$ cat src/rtl/ram_port_master.sv
// rtl/ram_port_master.sv - command-driven burst initiator for one dual-port RAM port
//
// Purpose:
//   Runs burst read, burst write and fill commands against one port of a RAM.
//   The RAM port is synchronous and samples on the falling edge of iClk.
//   Read data is returned through a 2-entry buffer to a valid/ready stream.
//
// Ports:
//   iClk, iRst                  clock (rising edge) and async active-high reset
//   iCmd*/oCmdReady             command channel (op, start address, length, fill pattern)
//   iWrValid/oWrReady/iWrData   write-data stream consumed by write bursts
//   oRdValid/iRdReady/oRdData   read-data stream produced by read bursts
//   oRamAddr/oRamEn/oRamWe/
//   oRamData/iRamData           RAM port
//   oBusy, oDone, oErr          status; oDone/oErr are one-cycle pulses
module ram_port_master #(
  parameter int DATA_WIDTH = 32,
  parameter int ADDR_WIDTH = 5,
  parameter int LEN_WIDTH  = ADDR_WIDTH + 1
) (
  input  logic                  iClk,
  input  logic                  iRst,
  input  logic                  iCmdValid,
  output logic                  oCmdReady,
  input  logic [1:0]            iCmdOp,
  input  logic [ADDR_WIDTH-1:0] iCmdAddr,
  input  logic [LEN_WIDTH-1:0]  iCmdLen,
  input  logic [DATA_WIDTH-1:0] iCmdFillData,
  input  logic                  iWrValid,
  output logic                  oWrReady,
  input  logic [DATA_WIDTH-1:0] iWrData,
  output logic                  oRdValid,
  input  logic                  iRdReady,
  output logic [DATA_WIDTH-1:0] oRdData,
  output logic [ADDR_WIDTH-1:0] oRamAddr,
  output logic                  oRamEn,
  output logic                  oRamWe,
  output logic [DATA_WIDTH-1:0] oRamData,
  input  logic [DATA_WIDTH-1:0] iRamData,
  output logic                  oBusy,
  output logic                  oDone,
  output logic                  oErr
);

  typedef enum logic [2:0] {
    S_IDLE,
    S_READ,
    S_WRITE,
    S_FILL,
    S_DONE
  } state_t;

  localparam logic [1:0] OP_READ  = 2'b00;
  localparam logic [1:0] OP_WRITE = 2'b01;
  localparam logic [1:0] OP_FILL  = 2'b10;
  localparam logic [1:0] OP_RSVD  = 2'b11;

  localparam logic [ADDR_WIDTH-1:0] ADDR_ONE = 1;
  localparam logic [LEN_WIDTH-1:0]  LEN_ONE  = 1;

  state_t                  state_q, state_d;
  logic [ADDR_WIDTH-1:0]   addr_q, addr_d;
  logic [LEN_WIDTH-1:0]    rem_q, rem_d;
  logic [1:0]              op_q, op_d;
  logic [DATA_WIDTH-1:0]   fill_q, fill_d;
  logic [DATA_WIDTH-1:0]   wdata_q, wdata_d;
  logic [DATA_WIDTH-1:0]   buf_q [2];
  logic [DATA_WIDTH-1:0]   buf_d [2];
  logic                    head_q, head_d;
  logic [1:0]              count_q, count_d;

  logic                    cmd_ready;
  logic                    wr_ready;
  logic                    ram_en;
  logic                    ram_we;
  logic [DATA_WIDTH-1:0]   ram_data;
  logic                    rd_issue;
  logic                    rd_pop;

  always_comb begin
    state_d  = state_q;
    addr_d   = addr_q;
    rem_d    = rem_q;
    op_d     = op_q;
    fill_d   = fill_q;
    buf_d    = buf_q;
    head_d   = head_q;
    count_d  = count_q;
    wr_ready = 1'b0;
    ram_en   = 1'b0;
    ram_we   = 1'b0;
    // Without an access the data bus keeps showing the last word driven.
    ram_data = wdata_q;

    cmd_ready = (state_q == S_IDLE) && !iRst;

    // Read issue depends only on registered state so iRdReady never reaches
    // the RAM enable combinationally; a slot freed by a pop is reused next cycle.
    rd_issue = (state_q == S_READ) && (rem_q != '0) && (count_q != 2'd2);
    rd_pop   = (count_q != 2'd0) && iRdReady;

    // Tail slot is head + count (mod 2); never written when the buffer is full.
    if (rd_issue) begin
      buf_d[head_q ^ count_q[0]] = iRamData;
    end
    count_d = count_q + {1'b0, rd_issue} - {1'b0, rd_pop};
    if (rd_pop) begin
      head_d = ~head_q;
    end

    case (state_q)
      S_IDLE: begin
        if (iCmdValid && cmd_ready) begin
          addr_d = iCmdAddr;
          rem_d  = iCmdLen;
          op_d   = iCmdOp;
          fill_d = iCmdFillData;
          if (iCmdLen == '0) begin
            state_d = S_DONE;
          end else begin
            case (iCmdOp)
              OP_READ:  state_d = S_READ;
              OP_WRITE: state_d = S_WRITE;
              OP_FILL:  state_d = S_FILL;
              default:  state_d = S_DONE;
            endcase
          end
        end
      end
      S_READ: begin
        ram_en = rd_issue;
        if (rd_issue) begin
          addr_d = addr_q + ADDR_ONE;
          rem_d  = rem_q - LEN_ONE;
        end
        // Finish as soon as the last word leaves the buffer.
        if ((rem_d == '0) && (count_d == 2'd0)) begin
          state_d = S_DONE;
        end
      end
      S_WRITE: begin
        wr_ready = (rem_q != '0);
        ram_en   = iWrValid && wr_ready;
        ram_we   = ram_en;
        if (ram_en) begin
          ram_data = iWrData;
          addr_d   = addr_q + ADDR_ONE;
          rem_d    = rem_q - LEN_ONE;
          if (rem_q == LEN_ONE) begin
            state_d = S_DONE;
          end
        end
      end
      S_FILL: begin
        ram_en   = 1'b1;
        ram_we   = 1'b1;
        ram_data = fill_q;
        addr_d   = addr_q + ADDR_ONE;
        rem_d    = rem_q - LEN_ONE;
        if (rem_q == LEN_ONE) begin
          state_d = S_DONE;
        end
      end
      S_DONE: begin
        state_d = S_IDLE;
      end
      default: begin
        state_d = S_IDLE;
      end
    endcase

    wdata_d = ram_data;
  end

  always_ff @(posedge iClk or posedge iRst) begin
    if (iRst) begin
      state_q  <= S_IDLE;
      addr_q   <= '0;
      rem_q    <= '0;
      op_q     <= OP_READ;
      fill_q   <= '0;
      wdata_q  <= '0;
      buf_q[0] <= '0;
      buf_q[1] <= '0;
      head_q   <= 1'b0;
      count_q  <= 2'd0;
    end else begin
      state_q  <= state_d;
      addr_q   <= addr_d;
      rem_q    <= rem_d;
      op_q     <= op_d;
      fill_q   <= fill_d;
      wdata_q  <= wdata_d;
      buf_q    <= buf_d;
      head_q   <= head_d;
      count_q  <= count_d;
    end
  end

  assign oCmdReady = cmd_ready;
  assign oWrReady  = wr_ready;
  assign oRamEn    = ram_en;
  assign oRamWe    = ram_we;
  assign oRamData  = ram_data;
  assign oRamAddr  = addr_q;
  assign oRdValid  = (count_q != 2'd0);
  assign oRdData   = buf_q[head_q];
  assign oBusy     = (state_q != S_IDLE);
  assign oDone     = (state_q == S_DONE);
  assign oErr      = (state_q == S_DONE) && (op_q == OP_RSVD);

endmodule
$ cat config.mk
export PLATFORM = sky130hd
export DESIGN_NAME = ram_port_master
export DESIGN_NICKNAME = d
export VERILOG_FILES = /design/src/rtl/ram_port_master.sv
export SDC_FILE = /design/constraint.sdc
export NUM_CORES = 1
export LEC_CHECK = 0
export BUFFER_PORTS_ARGS = -buffer_cell sky130_fd_sc_hd__buf_2
export CORE_MARGIN = 1.5
export CORE_UTILIZATION = 40
export CTS_BUF_LIST = sky130_fd_sc_hd__clkbuf_2
export DETAILED_ROUTE_END_ITERATION = 10
export SKIP_CTS_REPAIR_TIMING = 1
export SLEW_MARGIN = 10
export SYNTH_ARGS = -nofsm -noshare
export SYNTH_HDL_FRONTEND = slang
export SYNTH_SLANG_ARGS = --single-unit
$ cat constraint.sdc
create_clock -name iClk -period 7.1 [get_ports iClk]
set_clock_uncertainty 0.15 [all_clocks]
set_input_delay 1.42 -clock iClk [delete_from_list [all_inputs] [get_ports iClk]]
set_output_delay 1.42 -clock iClk [all_outputs]
set_load 0.05 [all_outputs]
==> results of run 1 <==
final cells by class:
cell class | instances | area (um2)
antenna | 1 | 2.50
clock buffer | 19 | 95.1
fill | 1540 | 8430
inverter | 45 | 174
clock inverter | 13 | 110
sequential | 147 | 3680
multi-input combinational | 312 | 2730
tap | 220 | 275
timing repair buffer | 200 | 1030
state kept, by name (all words and copies together) (netlist names):
name	count
rem_q	6
op_q	2
state_q	3
count_q	2
head_q	1
buf_q	64
wdata_q	32
fill_q	32
oRamAddr	5
worst min-delay path: stages, from the launching register on:
cell     delay (ns)
dfrtp_1        0.38
nand2_1        0.04
o21ai_0        0.06
logic make-up after synthesis:
family | share of synthesized area
mux | 0.218
xor+xnor | 0.00650
buf+inv | 0.0494
fa+ha+maj | 0.0130
flops | 0.546
simple gates | 0.0550
compound gates | 0.112
synthesized netlist by cell type (2+ instances only):
cell type	n	area [um2]
o22a_1	2	17.5
a21o_1	2	15.0
and2_1	5	31.3
dfrtp_1	147	3680
nor3_1	8	40.0
a222oi_1	33	330
o221ai_1	2	17.5
a31oi_1	3	18.8
mux2i_1	3	30.0
ha_1	7	87.6
mux2_2	128	1440
o21ai_0	21	105
nor2b_1	5	31.3
o31ai_1	3	22.5
or3_1	2	12.5
buf_4	4	30.0
xor2_1	2	17.5
or2_2	2	12.5
o31a_1	2	17.5
nand3_1	5	25.0
a21oi_1	11	55.1
nand2_1	20	75.1
o211ai_1	2	15.0
xnor2_1	3	26.3
o22ai_1	2	12.5
buf_2	8	40.0
nor2_1	18	67.6
inv_1	45	169
clkbuf_1	22	82.6
layer usage:
metal  global-route usage  vias to the layer above  routed length, um
met5                    0                        -                  0
met2                0.328                      191               8230
met1                0.236                     2472               6930
met3               0.0529                       23               1180
li1                     -                     2331                  -
met4               0.0672                        0                228
path summary, 6_finish.rpt:
check	from	endpoint	slack, ns	depth (start not counted)
min in group asynchronous	iRst	state_q[1]$_DFFE_PP0P_	0.70	2
worst max-delay path	rem_q[0]$_DFFE_PP0P_	oRamData[29]	1.94	10
worst min-delay path	op_q[1]$_DFFE_PP0P_	op_q[1]$_DFFE_PP0P_	0.35	2
worst max register to register	rem_q[0]$_DFFE_PP0P_	state_q[0]$_DFFE_PP0P_	3.66	11
max in group asynchronous	iRst	wdata_q[29]$_DFF_PP0_	4.85	3
worst min register to register	op_q[1]$_DFFE_PP0P_	op_q[1]$_DFFE_PP0P_	0.35	2
per-stage QoR:
step | hold WS (ns) | instance area [um2] | util
after floorplan | 0.292 | 6740 | -
after global placement | 0.312 | 7890 | 0.477
after detailed placement | 0.317 | 7890 | 0.477
after CTS | 0.363 | 8090 | 0.490
after global routing | 0.397 | 8100 | 0.490
final | 0.354 | 8100 | 0.490
==> results.toml, run 1 <==
[synth]
synth_cell_types = 51
synth_cells = 539
ys_seq_area_frac = 0.546
syn-cell-area_um2 = 6740
ys_warn_count = 0
syn_avg_cell_area_um2 = 12.5
synthesis.nets = 660
ys.flop_type = "dfrtp_1"
synth-edff-count = 0
synth_seq_cells = 147
async_flop_share = 1.00

[job]
drv_cap = 0

[floorplan]
rows = 47
core_area_um2 = 16500
die-height_um = 133
io_pins = 191
start_util = 0.408
die-area_um2 = 17600
die_w_um = 133

[sta]
rsz0062_at_grt = "false"
timing.final.ws_setup_ns = 1.94
max_freq_mhz = 194
setup_tns_ns = 0
setup_viol = 0
tightest_slew_ns = 0.923
slew_violations = 0
period_minus_slack_ns = 5.16
hold_violations = 0
period_share = 0.727
slew-limit-headroom = 0.382

[global_routing]
grt-ovfl-total = 0
antenna_found_initial = 1
grt_use_total = 0.193
first_global_vias = 5284
grt_pass1_wl_mm = 26.9
grt_max_degree = 89

[final_layout]
mostFrequentLayoutCell = "buf_2"
fin_nets = 844
syn2layout_area_growth_pct = 20.1
drive_above_1_share = 0.500
most-common-layout-cells = "190 x buf_2, 147 x dfrtp_1, 128 x mux2_2"
fin_cells = 957

[clock_tree]
cts_max_level = 4
cts_buffers = 17
clk_latency_ns = 0.67
cts.clk_slew.worst_paths_ns = 0.21
clockRootBuffer = "clkbuf_2"
cts.path.max_buffers = 2
numClockSinks = 147
tritoncts = "yes"

[drt]
num_vias = 5017
viasPerCell = 5.24
ant_nets = 0
drt_iter0_drc = 282
drt_pre_antenna_iters = 6
wirelength_mm = 16.6
drc = 0
detail_route.wl_per_cell_um = 17.3

[critical_path]
max_stage_delay_ns = 0.53
criticalPathCategory = "reg -> out"
cp-end-kind = "output port"
worstSetupStartpointType = "flop"
crit_chain = "inv_1 -> ha_1 -> nor3b_1 -> nand2_1 -> a21o_1 -> nand2_1 -> buf_4 -> a222oi_1 -> inv_1 -> buf_2"
cp.required_ns = 5.53
critPathTopFamily = "buffers and inverters"
cp_slowest_cell = "dfrtp_1"
cp_max_fo = 28
worst-path-buf-inv = 4
cp.arrival_ns = 3.59

[place]
hpwl_mm = 11.8
place_congestion = 0.841
post-place-ws_ns = 2.59
dpl.cell_count = 924
io_buffers = 190

[outcome]
status = "finished clean"

[worst_hold_path]
min_path_type = "reg -> reg"
Power of run 1 is left out: the tool's default activity adds up to more than one toggle a clock period on the data nets, which glitch-free logic cannot reach.
==> inputs of run 2 (changes only) <==
==> constraint.sdc (replaced) <==
create_clock -name iClk -period 5 [get_ports iClk]
set_clock_uncertainty 0.15 [all_clocks]
set_input_delay 1 -clock iClk [delete_from_list [all_inputs] [get_ports iClk]]
set_output_delay 1 -clock iClk [all_outputs]
set_load 0.05 [all_outputs]
==> results.toml, run 2 (synthesized netlist as in run 1, its figures left out) <==
[outcome]
status = "finished clean"

[final_layout]
fin_nets = 843
top_regs = "buf_q (64), fill_q (32), wdata_q (32)"
top_register = "buf_q"
largest_reg_flops = 64
most-common-layout-cells = "190 x buf_2, 147 x dfrtp_1, 128 x mux2_2"
fill_cells = 1513
drive_above_1_share = 0.503
final_util = 0.492
mostFrequentLayoutCell = "buf_2"
syn2layout_area_growth_pct = 20.8
fin_cells = 956

[floorplan]
start_util = 0.408
io_pins = 191
rows = 47
core_area_um2 = 16500
die_w_um = 133
die-area_um2 = 17600
die-height_um = 133

[global_routing]
grt_pass1_wl_mm = 27.0
antenna_found_initial = 2
grt_use_total = 0.194
first_global_vias = 5336
grt-ovfl-total = 0
grt_max_degree = 82

[sta]
rsz0062_at_grt = "false"
tightest_slew_ns = 1.04
max_freq_mhz = 218
timing.final.ws_setup_ns = 0.418
setup_viol = 0
slew_violations = 0
period_minus_slack_ns = 4.58
setup_tns_ns = 0
slew-limit-headroom = 0.305
hold_violations = 0
period_share = 0.916

[clock_tree]
clk_latency_ns = 0.71
cts_buffers = 17
cts.path.max_buffers = 2
tritoncts = "yes"
cts_max_level = 4
numClockSinks = 147
clockRootBuffer = "clkbuf_2"
cts.clk_slew.worst_paths_ns = 0.23

[critical_path]
worstSetupStartpointType = "flop"
cp_slowest_cell = "dfrtp_1"
max_stage_delay_ns = 0.51
cp.required_ns = 3.85
cp-end-kind = "output port"
cp_max_fo = 32
crit_path_frequent_cell = "inv_1"
crit_chain = "inv_1 -> ha_1 -> or3b_4 -> nor2_4 -> nor3_1 -> and2_1 -> buf_4 -> a222oi_1 -> inv_1 -> buf_2"
cp.arrival_ns = 3.43
criticalPathCategory = "reg -> out"

[drt]
drt_iter0_drc = 311
detail_route.wl_per_cell_um = 17.3
num_vias = 5089
wirelength_mm = 16.6
drt_pre_antenna_iters = 7
viasPerCell = 5.32
ant_nets = 0
drc = 0

[place]
hpwl_mm = 11.6
io_buffers = 190
place_congestion = 0.857
dpl.cell_count = 923
post-place-ws_ns = 1.10

[worst_hold_path]
min_path_type = "in -> reg"

[job]
drv_cap = 0
-- run 2: cell count changes in the layout (fill, tap and decap cells not counted), sizes merged --
cell      before  now
clkbuf        19   18
buf          200  199
clkinv         7    5
bufinv         1    2
inv           48   47
clkinvlp       2    5
-- run 2: path summary, 6_finish.rpt --
check	start	end	slack (ns)	cells past startpoint
min in group asynchronous	iRst	fill_q[2]$_DFFE_PP0P_	0.39	3
max reg2reg	rem_q[0]$_DFFE_PP0P_	state_q[0]$_DFFE_PP0P_	1.62	11
min reg2reg	op_q[0]$_DFFE_PP0P_	op_q[0]$_DFFE_PP0P_	0.36	2
max in group asynchronous	iRst	buf_q[54]$_DFFE_PP0P_	3.54	3
min	iCmdFillData[17]	fill_q[17]$_DFFE_PP0P_	0.34	2
max	rem_q[0]$_DFFE_PP0P_	oRamData[3]	0.42	10
-- run 2: area by class of cell --
cell class	count	area (um2)	area share
sequential	147	3680	0.452
multi-input combinational	312	2750	0.337
inverter	45	173	0.0212
tap	220	275	0.0338
timing repair buffer	199	1020	0.125
clock buffer	18	90.1	0.0111
antenna	1	2.50	0.000308
clock inverter	14	154	0.0189
-- run 2: metrics by stage --
step / hold slack [ns] / cell area (um2)
final: 0.344 / 8140
after global routing: 0.213 / 8140
after CTS: 0.250 / 8130
after detailed placement: 0.324 / 7890
after global placement: 0.309 / 7890
after floorplan: 0.292 / 6740
-- run 2: metal layers --
layer,wire length (um),part of all wire,global-route usage,up-vias
met2,7960,0.48,0.319,181
met4,281,0.017,0.0653,2
met5,12,0.00072,0,-
li1,-,-,-,2327
met1,6940,0.42,0.232,2554
met3,1360,0.082,0.0778,25
-- run 2: worst max-delay path: cells and delay by family, from the launching register on --
family                     cells  cell delay [ns]
buffers and inverters          4             0.69
AOI/OAI and AO/OA              1             0.35
adders and majority gates      1             0.30
and+or+nand+nor                4             0.89
DFF                            1             0.51
Power of run 2 is left out for the same reason.
==> inputs of run 3 (changes only) <==
--- a/config.mk
+++ b/config.mk
@@ -10,6 +10,7 @@
 export CORE_UTILIZATION = 40
 export CTS_BUF_LIST = sky130_fd_sc_hd__clkbuf_2
 export DETAILED_ROUTE_END_ITERATION = 10
+export PLACE_DENSITY = 0.66
 export SKIP_CTS_REPAIR_TIMING = 1
 export SLEW_MARGIN = 10
 export SYNTH_ARGS = -nofsm -noshare
==> results.toml, run 3 (synthesized netlist as in run 1, its figures left out) <==
[clock_tree]
cts.path.max_buffers = 2
cts_max_level = 4
numClockSinks = 147
tritoncts = "yes"
cts.clk_slew.worst_paths_ns = 0.22
clockRootBuffer = "clkbuf_2"
clk_latency_ns = 0.67
cts_buffers = 17

[job]
drv_cap = 0

[worst_hold_path]
whs_path_depth = 2
holdPathEnd = "op_q[0]$_DFFE_PP0P_"
hp-start = "op_q[0]$_DFFE_PP0P_"
min_path_type = "reg -> reg"

[final_layout]
syn2layout_area_growth_pct = 21.1
final_area_um2 = 8160
fin_nets = 842
mostFrequentLayoutCell = "buf_2"
fill_cells = 1478
most-common-layout-cells = "190 x buf_2, 147 x dfrtp_1, 128 x mux2_2"
top_regs = "buf_q (64), fill_q (32), wdata_q (32)"
drive_above_1_share = 0.503
largest_reg_flops = 64
top_register = "buf_q"

[critical_path]
regToRegSetupSlack_ns = 1.58
worstSetupStartpointType = "flop"
reg2reg_from = "rem_q[0]$_DFFE_PP0P_"
critPathTopFamily = "simple AND/OR/NAND/NOR gates"
max_stage_delay_ns = 0.53
rr_endpoint = "state_q[2]$_DFFE_PP0P_"
crit_path_frequent_cell = "inv_1"
criticalPathCategory = "reg -> out"
cp_slowest_cell = "or3b_1"
cp.required_ns = 3.85
crit_chain = "inv_1 -> ha_1 -> or3b_1 -> nor2_4 -> nor3_1 -> and2_2 -> a222oi_1 -> inv_1 -> buf_2"
cp_max_fo = 32
worst-path-buf-inv = 3
cp.arrival_ns = 3.53
cp-end-kind = "output port"
rr_worst_depth = 11

[drt]
drt_iter0_drc = 373
drt_pre_antenna_iters = 5
wirelength_mm = 16.3
drc = 0
detail_route.wl_per_cell_um = 17.0
ant_nets = 0
viasPerCell = 5.34
num_vias = 5101

[place]
post-place-ws_ns = 0.648
io_buffers = 190
place_congestion = 0.860
place_area_um2 = 7880
hpwl_mm = 11.4

[floorplan]
die_w_um = 133
die-area_um2 = 17600
die-height_um = 133
rows = 47
core_area_um2 = 16500
start_util = 0.408
io_pins = 191

[global_routing]
first_global_vias = 5315
grt_use_total = 0.188
grt-ovfl-total = 0
grt_pass1_wl_mm = 26.1
antenna_found_initial = 0
grt_max_degree = 78

[outcome]
status = "finished clean"

[sta]
hold_violations = 0
period_share = 0.936
period_minus_slack_ns = 4.68
timing.final.ws_setup_ns = 0.319
rsz0062_at_grt = "false"
tightest_slew_ns = 1.00
slew-limit-headroom = 0.332
slew_violations = 0
max_freq_mhz = 214
setup_viol = 0
## run 3: cell count changes in the layout (fill, tap and decap cells not counted), sizes merged
cell | previous run | this run
buf | 199 | 198
clkinv | 5 | 3
inv | 47 | 46
bufinv | 2 | 4
clkbuf | 18 | 19
## run 3: layout make-up
| cell class | count | area (um2) | area share |
|---|---|---|---|
| Antenna cell | 1 | 2.50 | 0.000307 |
| Clock buffer | 19 | 95.1 | 0.0117 |
| Clock inverter | 13 | 181 | 0.0222 |
| Inverter | 45 | 173 | 0.0212 |
| Multi-Input combinational cell | 312 | 2750 | 0.336 |
| Sequential cell | 147 | 3680 | 0.451 |
| Tap cell | 220 | 275 | 0.0337 |
| Timing Repair Buffer | 198 | 1010 | 0.124 |
## run 3: how the worst max path moves through the flow
stage,start,to,cells after the start
final,rem_q[0]$_DFFE_PP0P_,oRamData[11],9
after global placement,rem_q[0]$_DFFE_PP0P_,oRamData[30],9
after floorplan,rem_q[0]$_DFFE_PP0P_,oRamData[0],12
after CTS,rem_q[0]$_DFFE_PP0P_,oRamData[2],9
after detailed placement,rem_q[0]$_DFFE_PP0P_,oRamData[2],9
after global routing,rem_q[0]$_DFFE_PP0P_,oRamData[1],9
## run 3: stage by stage
| stage | utilization | instances | hold slack (ns) | setup TNS (ns) |
|---|---|---|---|---|
| 6_report | 0.494 | 955 | 0.358 | 0 |
| 5_1_grt | 0.494 | 954 | 0.262 | 0 |
| 4_1_cts | 0.494 | 954 | 0.285 | -4.67 |
| 3_5_place_dp | 0.477 | 922 | 0.321 | 0 |
| 3_3_place_gp | 0.477 | 922 | 0.310 | 0 |
| 2_1_floorplan | - | 539 | 0.292 | 0 |
## run 3: metal layers
| layer | vias up | track usage | share of wire |
|---|---|---|---|
| li1 | 2331 | - | - |
| met1 | 2506 | 0.229 | 0.42 |
| met2 | 244 | 0.311 | 0.49 |
| met3 | 20 | 0.0575 | 0.076 |
| met4 | 0 | 0.0757 | 0.013 |
| met5 | - | 0 | 0 |
## run 3: worst reg2reg max path, stage by stage, from the launching register on
cell and delay, ns:
dfrtp_1 0.51, inv_1 0.12, ha_1 0.29, or3b_1 0.53, o211ai_4 0.44, xor2_1 0.20, ha_1 0.28, nor2b_1 0.12
mux2i_1 0.11, a2111oi_2 0.22, a21boi_1 0.23, o31a_1 0.15
Power of run 3 is left out for the same reason.
